## src/rtl/ramp_pkg.sv

```systemverilog
// Shared types and constants for the forward-speed ramp sequencer.
// Optional build macro used by the top: FRWRD_FAST_SIM_EN (large ramp steps).
package ramp_pkg;

    localparam int FRWRD_W = 10;
    localparam int CNT_W   = 4;
    localparam int ERR_W   = 12;

    localparam logic [FRWRD_W-1:0] MAX_FRWRD_DEF = 10'h2A0;
    localparam logic [5:0]         INC_DEF       = 6'h10;
    localparam logic [ERR_W-1:0]   ERR_TOL_DEF   = 12'h030;

    typedef enum logic [2:0] {
        IDLE    = 3'd0,
        TURN    = 3'd1,
        RAMP_UP = 3'd2,
        CRUISE  = 3'd3,
        RAMP_DN = 3'd4,
        SETTLE  = 3'd5
    } ramp_state_e;

    // Two's complement magnitude; 12'h800 maps to 12'h800, the largest value.
    function automatic logic [ERR_W-1:0] abs_err(input logic [ERR_W-1:0] e);
        return e[ERR_W-1] ? (~e + 12'd1) : e;
    endfunction

endpackage

```

## src/rtl/line_counter.sv

```systemverilog
// Centre-line crossing counter: registered rising-edge detect on the IR level,
// saturating count with synchronous clear and count enable.
module line_counter
    import ramp_pkg::*;
(
    input  logic             clk,
    input  logic             rst_n,
    input  logic             i_cntr_ir,
    input  logic             i_clr,
    input  logic             i_en,
    output logic [CNT_W-1:0] o_cnt
);

    logic             r_ir_q;
    logic [CNT_W-1:0] r_cnt;
    logic             w_rise;

    assign w_rise = i_cntr_ir & ~r_ir_q;
    assign o_cnt  = r_cnt;

    // Delay the IR level by one cycle so a line already under the sensor is not counted.
    always_ff @(posedge clk or negedge rst_n) begin
        if (!rst_n) begin
            r_ir_q <= 1'b0;
        end else begin
            r_ir_q <= i_cntr_ir;
        end
    end

    // Count rising edges while enabled, holding at all-ones.
    always_ff @(posedge clk or negedge rst_n) begin
        if (!rst_n) begin
            r_cnt <= '0;
        end else if (i_clr) begin
            r_cnt <= '0;
        end else if (i_en && w_rise && (r_cnt != {CNT_W{1'b1}})) begin
            r_cnt <= r_cnt + 4'd1;
        end
    end

endmodule

```

## src/rtl/frwrd_ramp_ctrl.sv

```systemverilog
// Move sequencer: turn in place, ramp forward speed up, cruise while counting
// centre-line crossings, ramp down, settle heading, then pulse done.
// Build macro FRWRD_FAST_SIM_EN: ramp step becomes INC*8 both up and down.
//
// Handshake: i_move_cmd is a one-cycle request accepted only in IDLE (o_busy low);
// completion is a one-cycle o_mv_done pulse. i_err_vld qualifies i_error per cycle.
module frwrd_ramp_ctrl
    import ramp_pkg::*;
#(
    parameter logic [FRWRD_W-1:0] MAX_FRWRD = MAX_FRWRD_DEF,
    parameter logic [5:0]         INC       = INC_DEF,
    parameter logic [ERR_W-1:0]   ERR_TOL   = ERR_TOL_DEF
) (
    input  logic               clk,
    input  logic               rst_n,
    input  logic               i_move_cmd,
    input  logic [2:0]         i_num_sqrs,
    input  logic               i_err_vld,
    input  logic [ERR_W-1:0]   i_error,
    input  logic               i_cntrIR,
    output logic               o_moving,
    output logic [FRWRD_W-1:0] o_frwrd,
    output logic               o_mv_done,
    output logic               o_busy,
    output ramp_state_e        o_state
);

`ifdef FRWRD_FAST_SIM_EN
    localparam logic [FRWRD_W-1:0] STEP_UP = {1'b0, INC, 3'b000};
    localparam logic [FRWRD_W-1:0] STEP_DN = {1'b0, INC, 3'b000};
`else
    localparam logic [FRWRD_W-1:0] STEP_UP = {4'b0000, INC};
    localparam logic [FRWRD_W-1:0] STEP_DN = {3'b000, INC, 1'b0};
`endif

    ramp_state_e        r_state;
    ramp_state_e        w_state_nxt;
    logic [CNT_W-1:0]   r_target;
    logic [CNT_W-1:0]   w_line_cnt;
    logic [FRWRD_W-1:0] r_frwrd;
    logic [FRWRD_W-1:0] w_frwrd_nxt;
    logic               r_moving;
    logic               w_moving_nxt;
    logic               r_mv_done;
    logic               w_mv_done_nxt;
    logic               w_accept;
    logic               w_settled;
    logic               w_at_target;
    logic               w_cnt_en;
    logic [FRWRD_W:0]   w_up_sum;
    logic [FRWRD_W-1:0] w_up_sat;
    logic [FRWRD_W-1:0] w_dn_sat;

    assign w_accept    = (r_state == IDLE) && i_move_cmd;
    assign w_settled   = i_err_vld && (abs_err(i_error) < ERR_TOL);
    assign w_at_target = (w_line_cnt == r_target);
    assign w_cnt_en    = (r_state == RAMP_UP) || (r_state == CRUISE);

    // 11-bit sum so the step never wraps before the ceiling compare.
    assign w_up_sum = {1'b0, r_frwrd} + {1'b0, STEP_UP};
    assign w_up_sat = (w_up_sum >= {1'b0, MAX_FRWRD}) ? MAX_FRWRD : w_up_sum[FRWRD_W-1:0];
    assign w_dn_sat = (r_frwrd > STEP_DN) ? (r_frwrd - STEP_DN) : '0;

    assign o_frwrd   = r_frwrd;
    assign o_moving  = r_moving;
    assign o_mv_done = r_mv_done;
    assign o_busy    = (r_state != IDLE);
    assign o_state   = r_state;

    line_counter u_line_counter (
        .clk       (clk),
        .rst_n     (rst_n),
        .i_cntr_ir (i_cntrIR),
        .i_clr     (w_accept),
        .i_en      (w_cnt_en),
        .o_cnt     (w_line_cnt)
    );

    // Latch the crossing target (two per square) when a move is accepted.
    always_ff @(posedge clk or negedge rst_n) begin
        if (!rst_n) begin
            r_target <= '0;
        end else if (w_accept) begin
            r_target <= {i_num_sqrs, 1'b0};
        end
    end

    // State register.
    always_ff @(posedge clk or negedge rst_n) begin
        if (!rst_n) begin
            r_state <= IDLE;
        end else begin
            r_state <= w_state_nxt;
        end
    end

    // Next-state logic; reaching the crossing target beats reaching cruise speed.
    always_comb begin
        w_state_nxt = r_state;
        case (r_state)
            IDLE:    if (i_move_cmd) w_state_nxt = TURN;
            TURN:    if (w_settled) w_state_nxt = RAMP_UP;
            RAMP_UP: begin
                if (w_at_target) begin
                    w_state_nxt = RAMP_DN;
                end else if (r_frwrd == MAX_FRWRD) begin
                    w_state_nxt = CRUISE;
                end
            end
            CRUISE:  if (w_at_target) w_state_nxt = RAMP_DN;
            RAMP_DN: if (r_frwrd == '0) w_state_nxt = SETTLE;
            SETTLE:  if (w_settled) w_state_nxt = IDLE;
            default: w_state_nxt = IDLE;
        endcase
    end

    // Next values of the registered outputs.
    always_comb begin
        w_frwrd_nxt   = '0;
        w_moving_nxt  = (w_state_nxt != IDLE);
        w_mv_done_nxt = (r_state == SETTLE) && w_settled;
        case (r_state)
            RAMP_UP: w_frwrd_nxt = i_err_vld ? w_up_sat : r_frwrd;
            CRUISE:  w_frwrd_nxt = MAX_FRWRD;
            RAMP_DN: w_frwrd_nxt = i_err_vld ? w_dn_sat : r_frwrd;
            default: w_frwrd_nxt = '0;
        endcase
    end

    // Output registers so no input reaches an output combinationally.
    always_ff @(posedge clk or negedge rst_n) begin
        if (!rst_n) begin
            r_frwrd   <= '0;
            r_moving  <= 1'b0;
            r_mv_done <= 1'b0;
        end else begin
            r_frwrd   <= w_frwrd_nxt;
            r_moving  <= w_moving_nxt;
            r_mv_done <= w_mv_done_nxt;
        end
    end

endmodule

```

## config.mk

```make
export PLATFORM = sky130hd
export DESIGN_NAME = frwrd_ramp_ctrl
export DESIGN_NICKNAME = d
export VERILOG_FILES = /design/src/rtl/ramp_pkg.sv /design/src/rtl/line_counter.sv /design/src/rtl/frwrd_ramp_ctrl.sv
export SDC_FILE = /design/constraint.sdc
export NUM_CORES = 1
export LEC_CHECK = 0
export ABC_AREA = 1
export ABC_CLOCK_PERIOD_IN_PS = 1800
export CAP_MARGIN = 40
export CORE_MARGIN = 8
export CORE_UTILIZATION = 43
export DETAILED_ROUTE_END_ITERATION = 6
export PLACE_DENSITY = 0.83
export SLEW_MARGIN = 20
export SYNTH_ARGS = -nofsm -noshare
export SYNTH_HDL_FRONTEND = slang
export SYNTH_SLANG_ARGS = --single-unit
export TNS_END_PERCENT = 1
```

## constraint.sdc

```tcl
create_clock -name clk -period 1.8 [get_ports clk]
set_clock_uncertainty 0.15 [all_clocks]
set_input_delay 0.36 -clock clk [delete_from_list [all_inputs] [get_ports clk]]
set_output_delay 0.36 -clock clk [all_outputs]
set_load 0.01 [all_outputs]
```

Word level (Yosys, flattened, before mapping)
Index checks and enable logic that the tools add are counted.

Flip-flop bits (word level): 23. Bits in latches: 0. RAM bits: 0. Memory bits (read-only): 0. Output and inout port bits: 16. Word-level logic and storage cells: 55. Memories: 0.

Add/subtract/negate cells: 4. $mul: 0. Divide/modulo/power cells: 0. $lt $le $gt $ge: 3. Eq/ne operators: 10. Shift-type cells: 0. Muxes and demuxes: 16. Bitwise gates (word level): 3. Reduce and logical (&&, ||, !) cells: 12.

Operators by type and width (number): two-way mux 10 bit (4); one-hot mux 10 bit (3 select lines) (1); two-way mux 3 bit (7); one-hot mux 3 bit (6 select lines) (1); adder 12 x 1 -> 12 bit (second input constant) (1); less-than comparator 12 x 6 -> 1 bit (second input constant) (1); two-way mux 12 bit (1); NOT 12 bit (1); adder 10 x 5 -> 11 bit (second input constant) (1); >= comparator 11 x 10 -> 1 bit (second input constant) (1); equality test 10 bit (second input constant) (1); > comparator 10 x 6 -> 1 bit (second input constant) (1); zero test 10 bit (1); subtractor 10 x 6 -> 10 bit (second input constant) (1); two-way mux 4 bit (2); equality test 3 x 2 -> 1 bit (second input constant) (2); equality test 3 bit (second input constant) (2); nonzero test 3 bit (2); logical AND 1 bit (5); adder 4 x 1 -> 4 bit (second input constant) (1); equality test 4 bit (1); != test 2 bit (second input constant) (2); != test 4 bit (second input constant) (1); equality test 3 x 1 -> 1 bit (second input constant) (1); 6 further kinds (6).

Depth between registers and ports, before layout
Word-level depth: 8. Depth in mapped cells: 13.

By module
From an unflattened synthesis, not the netlist that was laid out.

Cell total of the unflattened synthesis: 212. Area, all modules: 1432.6 um^2.

By module, submodules not included: frwrd_ramp_ctrl (instances 1, cells an instance 182, area each 1161.1 um^2, seq. area each 350.3 um^2); line_counter (instances 1, cells an instance 30, area each 271.5 um^2, seq. area each 125.1 um^2).

Least setup slack after synthesis
No wires, ideal clock.

Path kind: flip-flop to flip-flop. Start point: reg r_frwrd[5] (netlist: o_frwrd[5]). End point: reg r_frwrd[7] (netlist: o_frwrd[7]). Setup time: 0.117 ns. Data arrival time: 1.501 ns. Slack: 0.032 ns. Stages on the path, launching flop included: 13. Cells stage by stage: dfrtp_1 inv_1 ha_1 nor2_1 nand3_1 nand2_1 nand2_1 nand2_2 nand3_1 nand2_1 nand2_1 nand2_1 nand2_1.

Longest elaborated chain between the ends: 5. Elaborated cells between the ends (all ways): 9. Those cells by class: 2 x add/sub; 2 x order compare; 5 x mux.

Ends and longest elaborated chain: start: declaration (RTL line frwrd_ramp_ctrl.sv:40) `logic [FRWRD_W-1:0] r_frwrd;`; start signal: assignment (RTL line frwrd_ramp_ctrl.sv:137) `r_frwrd <= w_frwrd_nxt;`; adder 10 x 5 -> 11 bit (RTL line frwrd_ramp_ctrl.sv:60) `assign w_up_sum = {1'b0, r_frwrd} + {1'b0, STEP_UP};`; >= comparator 11 x 10 -> 1 bit (RTL line frwrd_ramp_ctrl.sv:61) `assign w_up_sat = (w_up_sum >= {1'b0, MAX_FRWRD}) ? MAX_FRWRD : w_up_sum[FRWRD_W-1:0];`; two-way mux 10 bit (RTL line frwrd_ramp_ctrl.sv:61); two-way mux 10 bit (RTL line frwrd_ramp_ctrl.sv:123) `RAMP_UP: w_frwrd_nxt = i_err_vld ? w_up_sat : r_frwrd;`; one-hot mux 10 bit (3 select lines) * (RTL line frwrd_ramp_ctrl.sv:122) `case (r_state)`.

Every way passes the cells marked *; elsewhere a longest branch is shown, timed or not. The select of a mux whose other input is x is not followed. A chain may end at the register's enable or synchronous reset.

Final worst setup path
Same ends and word-level chain as after synthesis.

==> metrics.md <==
| Metric | Value |
|---|---|
| Run status | completed |
| Vias | 1387 |
| Cell family with most CP delay | simple AND/OR/NAND/NOR gates |
| Count of warnings emitted by yosys | 0 |
| Critical Path AT | 1.82 ns |
| Largest fanout on the critical path | 5 |
| Hold Vio Cnt, Final | 0 |
| Number of pins with negative max-slew slack in the final report | 0 |
| Critical-path top delay cell | sky130_fd_sc_hd__dfrtp_1 |
| Max Fclk | 566 MHz |
| Number of buffers added by the clock tree synthesis step | 3 |
| Primary FF master, synth | sky130_fd_sc_hd__dfrtp_1 |
| Unrepaired setup endpoints after global routing | true |
| Min-Delay Path Class | in2async |
| Area of the die | 5270 µm² |
| Worst endpoint required time | 1.85 ns |
| Cell count after synthesis | 205 |
| Multiplexer share of the synthesized area | 0.726% |
| CP Cell Sequence | inv_2 -> ha_4 -> nor2_4 -> nand3_1 -> nand2_1 -> nand2_2 -> nand2_4 -> nand3_1 -> nand2_1 -> nand2_1 -> nand2_1 -> nand2_1 |
| Global-route congestion overflow total | 0 |
| Placed insts | 287 |
| Minimum period implied by the final worst setup slack | 1.77 ns |
| Flip-flop and latch count after synthesis | 19 |
| Number of inserted diodes | 0 |
| Average instance area after synthesis | 6.73 µm² |
| Gp weighted congestion | 0.952 |
| Leading cell type by number of instances after synthesis | sky130_fd_sc_hd__nand2_1 |
| PnR Total Power | 2160 µW |
| CP max stage delay | 0.44 ns |
| Number of buffers added to fix hold violations after cts | 0 |
| Max_cap viols | 0 |
| Cell accounting for the most synthesized area | sky130_fd_sc_hd__dfrtp_1 |
| # rows | 20 |
| Core area | 3050 µm² |
| Final standard cell area without fillers | 1880 µm² |
| Total number of nets in the final design | 277 |
| Per-cell routed wire length | 12.4 µm |
| Iter 0 DRT Violations | 52 |
| Leakage dissipation | 0.00103 µW |
| Fraction of registers with async set or reset after synthesis | 100% |
| Classification of the worst setup path | reg2reg |
| Buffering stage count on the worst path with inverters included | 1 |
| Placed inst area | 1790 µm² |
| Fraction of synthesized cell area taken by the top area cell type | 34.5% |
| Post-synthesis simple-gate area fraction | 36.7% |
| Initial core utilization | 45.2% |
| Clock root buffer | sky130_fd_sc_hd__clkbuf_4 |
| Largest buffer count on any clock path | 2 |
| Via count of the first global-routing pass | 1355 |
| Number of standard cells in the final layout excluding fillers | 293 |
| Worst vdd ir | 0.727 mV |
| Port-buffer cells | 31 |
| Share of the yosys chip area belonging to registers | 34.5% |
| Antenna violations before repair | 0 |
| Main area contributors after synthesis | sky130_fd_sc_hd__dfrtp_1, sky130_fd_sc_hd__nand2_1, sky130_fd_sc_hd__inv_1 |
| Ranking of synthesized cells by instance count | sky130_fd_sc_hd__nand2_1, sky130_fd_sc_hd__inv_1, sky130_fd_sc_hd__dfrtp_1, sky130_fd_sc_hd__nand3_1, sky130_fd_sc_hd__nor2_1 |
| Nature of the critical path startpoint | flop |
| Number of primary I/O pins | 36 |
| Number of sinks handled by clock tree synthesis | 19 |
| Final wirelength | 3.63 mm |
| Clock transition at the register clock pins on the worst setup and hold paths after CTS | 0.11 ns |
| Fraction of final layout cells with drive strength greater than 1 | 16.9% |
| Synthesized-area fraction occupied by ao, oa, aoi and oai cells | 7.17% |
| EDFF count, synth | 0 |
| Count of different cell masters after synthesis | 26 |
| Critical path's most frequent cell | sky130_fd_sc_hd__nand2_1 |
| CTS tree | yes |
| Synth Area in XOR/XNOR | 3.18% |
| Final-report setup violation count | 0 |
| Detail-routed via count per cell | 4.73 |
| Synthesis-to-finish area growth | 36.7% |
| Dominant combinational cell family by area after synthesis | simple AND/OR/NAND/NOR gates |
| Antenna Violating Nets Remaining | 0 |
| Chip Height | 72.6 µm |
| Clock latency reported for the late side of the worst-skew pair | 0.31 ns |
| Detailed-router iteration count before antenna repair | 4 |
| Pwr dens | 1150 nW/µm² |
| First-pass GRT wire length | 6.01 mm |
| Critical path capture point type | flop |
| HPWL reported at the end of detailed placement | 2.74 mm |
| Total global routing track utilization | 14.1% |
| Final clock period utilization by the worst path | 98.2% |
| Least setup slack across all paths after layout | 0.0322 ns |
| Summed instance area of the synthesized netlist | 1380 µm² |
| Setup slack after placement | -0.0304 ns |
| Post-synthesis share of cell area spent on full adders, half adders and majority gates | 6.35% |
| Count of unresolved DRC violations after routing | 0 |
| Width of the chip | 72.6 µm |
| H-Tree Level Count | 1 |
| Pin count of the biggest net entering global routing | 20 |
==> registers in the layout, indices dropped and copies added, names as in the netlist <==
register	cells
o_frwrd	6
u_line_counter.r_ir_q	1
u_line_counter.o_cnt	4
r_target	3
o_mv_done	1
o_state	3
o_moving	1
==> stage by stage <==
step	util [%]	hold slack, ns	setup TNS (ns)
after floorplan	-	-0.0856	0
final	61.7	0.224	0
after global routing	61.7	0.238	-0.151
after global placement	58.5	0.341	-0.00163
after detailed placement	58.5	0.345	-0.0304
after CTS	59.8	0.222	0
==> per-layer routing <==
layer	track usage (%)	vias up	share of wire, %
li1	-	717	-
met1	16.2	637	43
met2	24.5	27	51
met3	4.53	6	5.0
met4	3.56	0	1.1
met5	0	-	0
==> area by class of cell <==
type	count	area [µm²]
fill	282	1170
inverter	33	124
sequential	19	480
tap	44	55.1
clock inverter	1	5.00
multi-input combinational	152	821
timing repair buffer	41	377
clock buffer	3	22.5
==> what timing repair did <==
action,4_1_cts,5_1_grt
endpoints found under the setup margin,13,9
gates cloned,0,0
gates resized for setup,14,16
pin swaps,0,7
buffers inserted,1,1
==> where the power goes <==
group	internal (µW)	switching (µW)
Sequential	557	142
Combinational	556	692
Clock	83.0	135
Total	1200	969
==> layout by cell type (no fill, tap or decap), types with 4 or more instances in the layout <==
cell type,count
sky130_fd_sc_hd__nand4_1,4
sky130_fd_sc_hd__clkdlybuf4s50_1,21
sky130_fd_sc_hd__inv_2,4
sky130_fd_sc_hd__nor2_1,14
sky130_fd_sc_hd__o21ai_0,7
sky130_fd_sc_hd__nand3_1,13
sky130_fd_sc_hd__dfrtp_1,15
sky130_fd_sc_hd__nand3_2,5
sky130_fd_sc_hd__conb_1,4
sky130_fd_sc_hd__nand2_1,71
sky130_fd_sc_hd__inv_1,28
sky130_fd_sc_hd__buf_4,10
sky130_fd_sc_hd__dfrtp_2,4
sky130_fd_sc_hd__dlygate4sd2_1,9
==> kinds of logic after synthesis <==
family | count (synthesis)
AO/OA/AOI/OAI | 17
XOR/XNOR | 5
adder cells (fa/ha/maj) | 7
buffers and inverters | 37
flip-flops | 19
multiplexers | 1
other | 1
AND/OR/NAND/NOR | 118
==> worst paths after layout <==
check / start / endpoint / slack (ns) / cells past startpoint
hold reg to reg: r_target[2]$_DFFE_PN0P_ / r_target[2]$_DFFE_PN0P_ / 0.37 / 2
setup reg to reg: o_frwrd[5]$_DFFE_PN0P_ / o_frwrd[7]$_DFFE_PN0P_ / 0.03 / 12
min in group clk: r_target[2]$_DFFE_PN0P_ / r_target[2]$_DFFE_PN0P_ / 0.37 / 2
hold / removal: rst_n / u_line_counter.o_cnt[2]$_DFFE_PN0P_ / 0.22 / 2
setup / recovery: o_frwrd[5]$_DFFE_PN0P_ / o_frwrd[7]$_DFFE_PN0P_ / 0.03 / 12
max in group asynchronous: rst_n / o_frwrd[6]$_DFFE_PN0P_ / 1.04 / 2
Note: power is estimated with default switching activity, not from simulation.
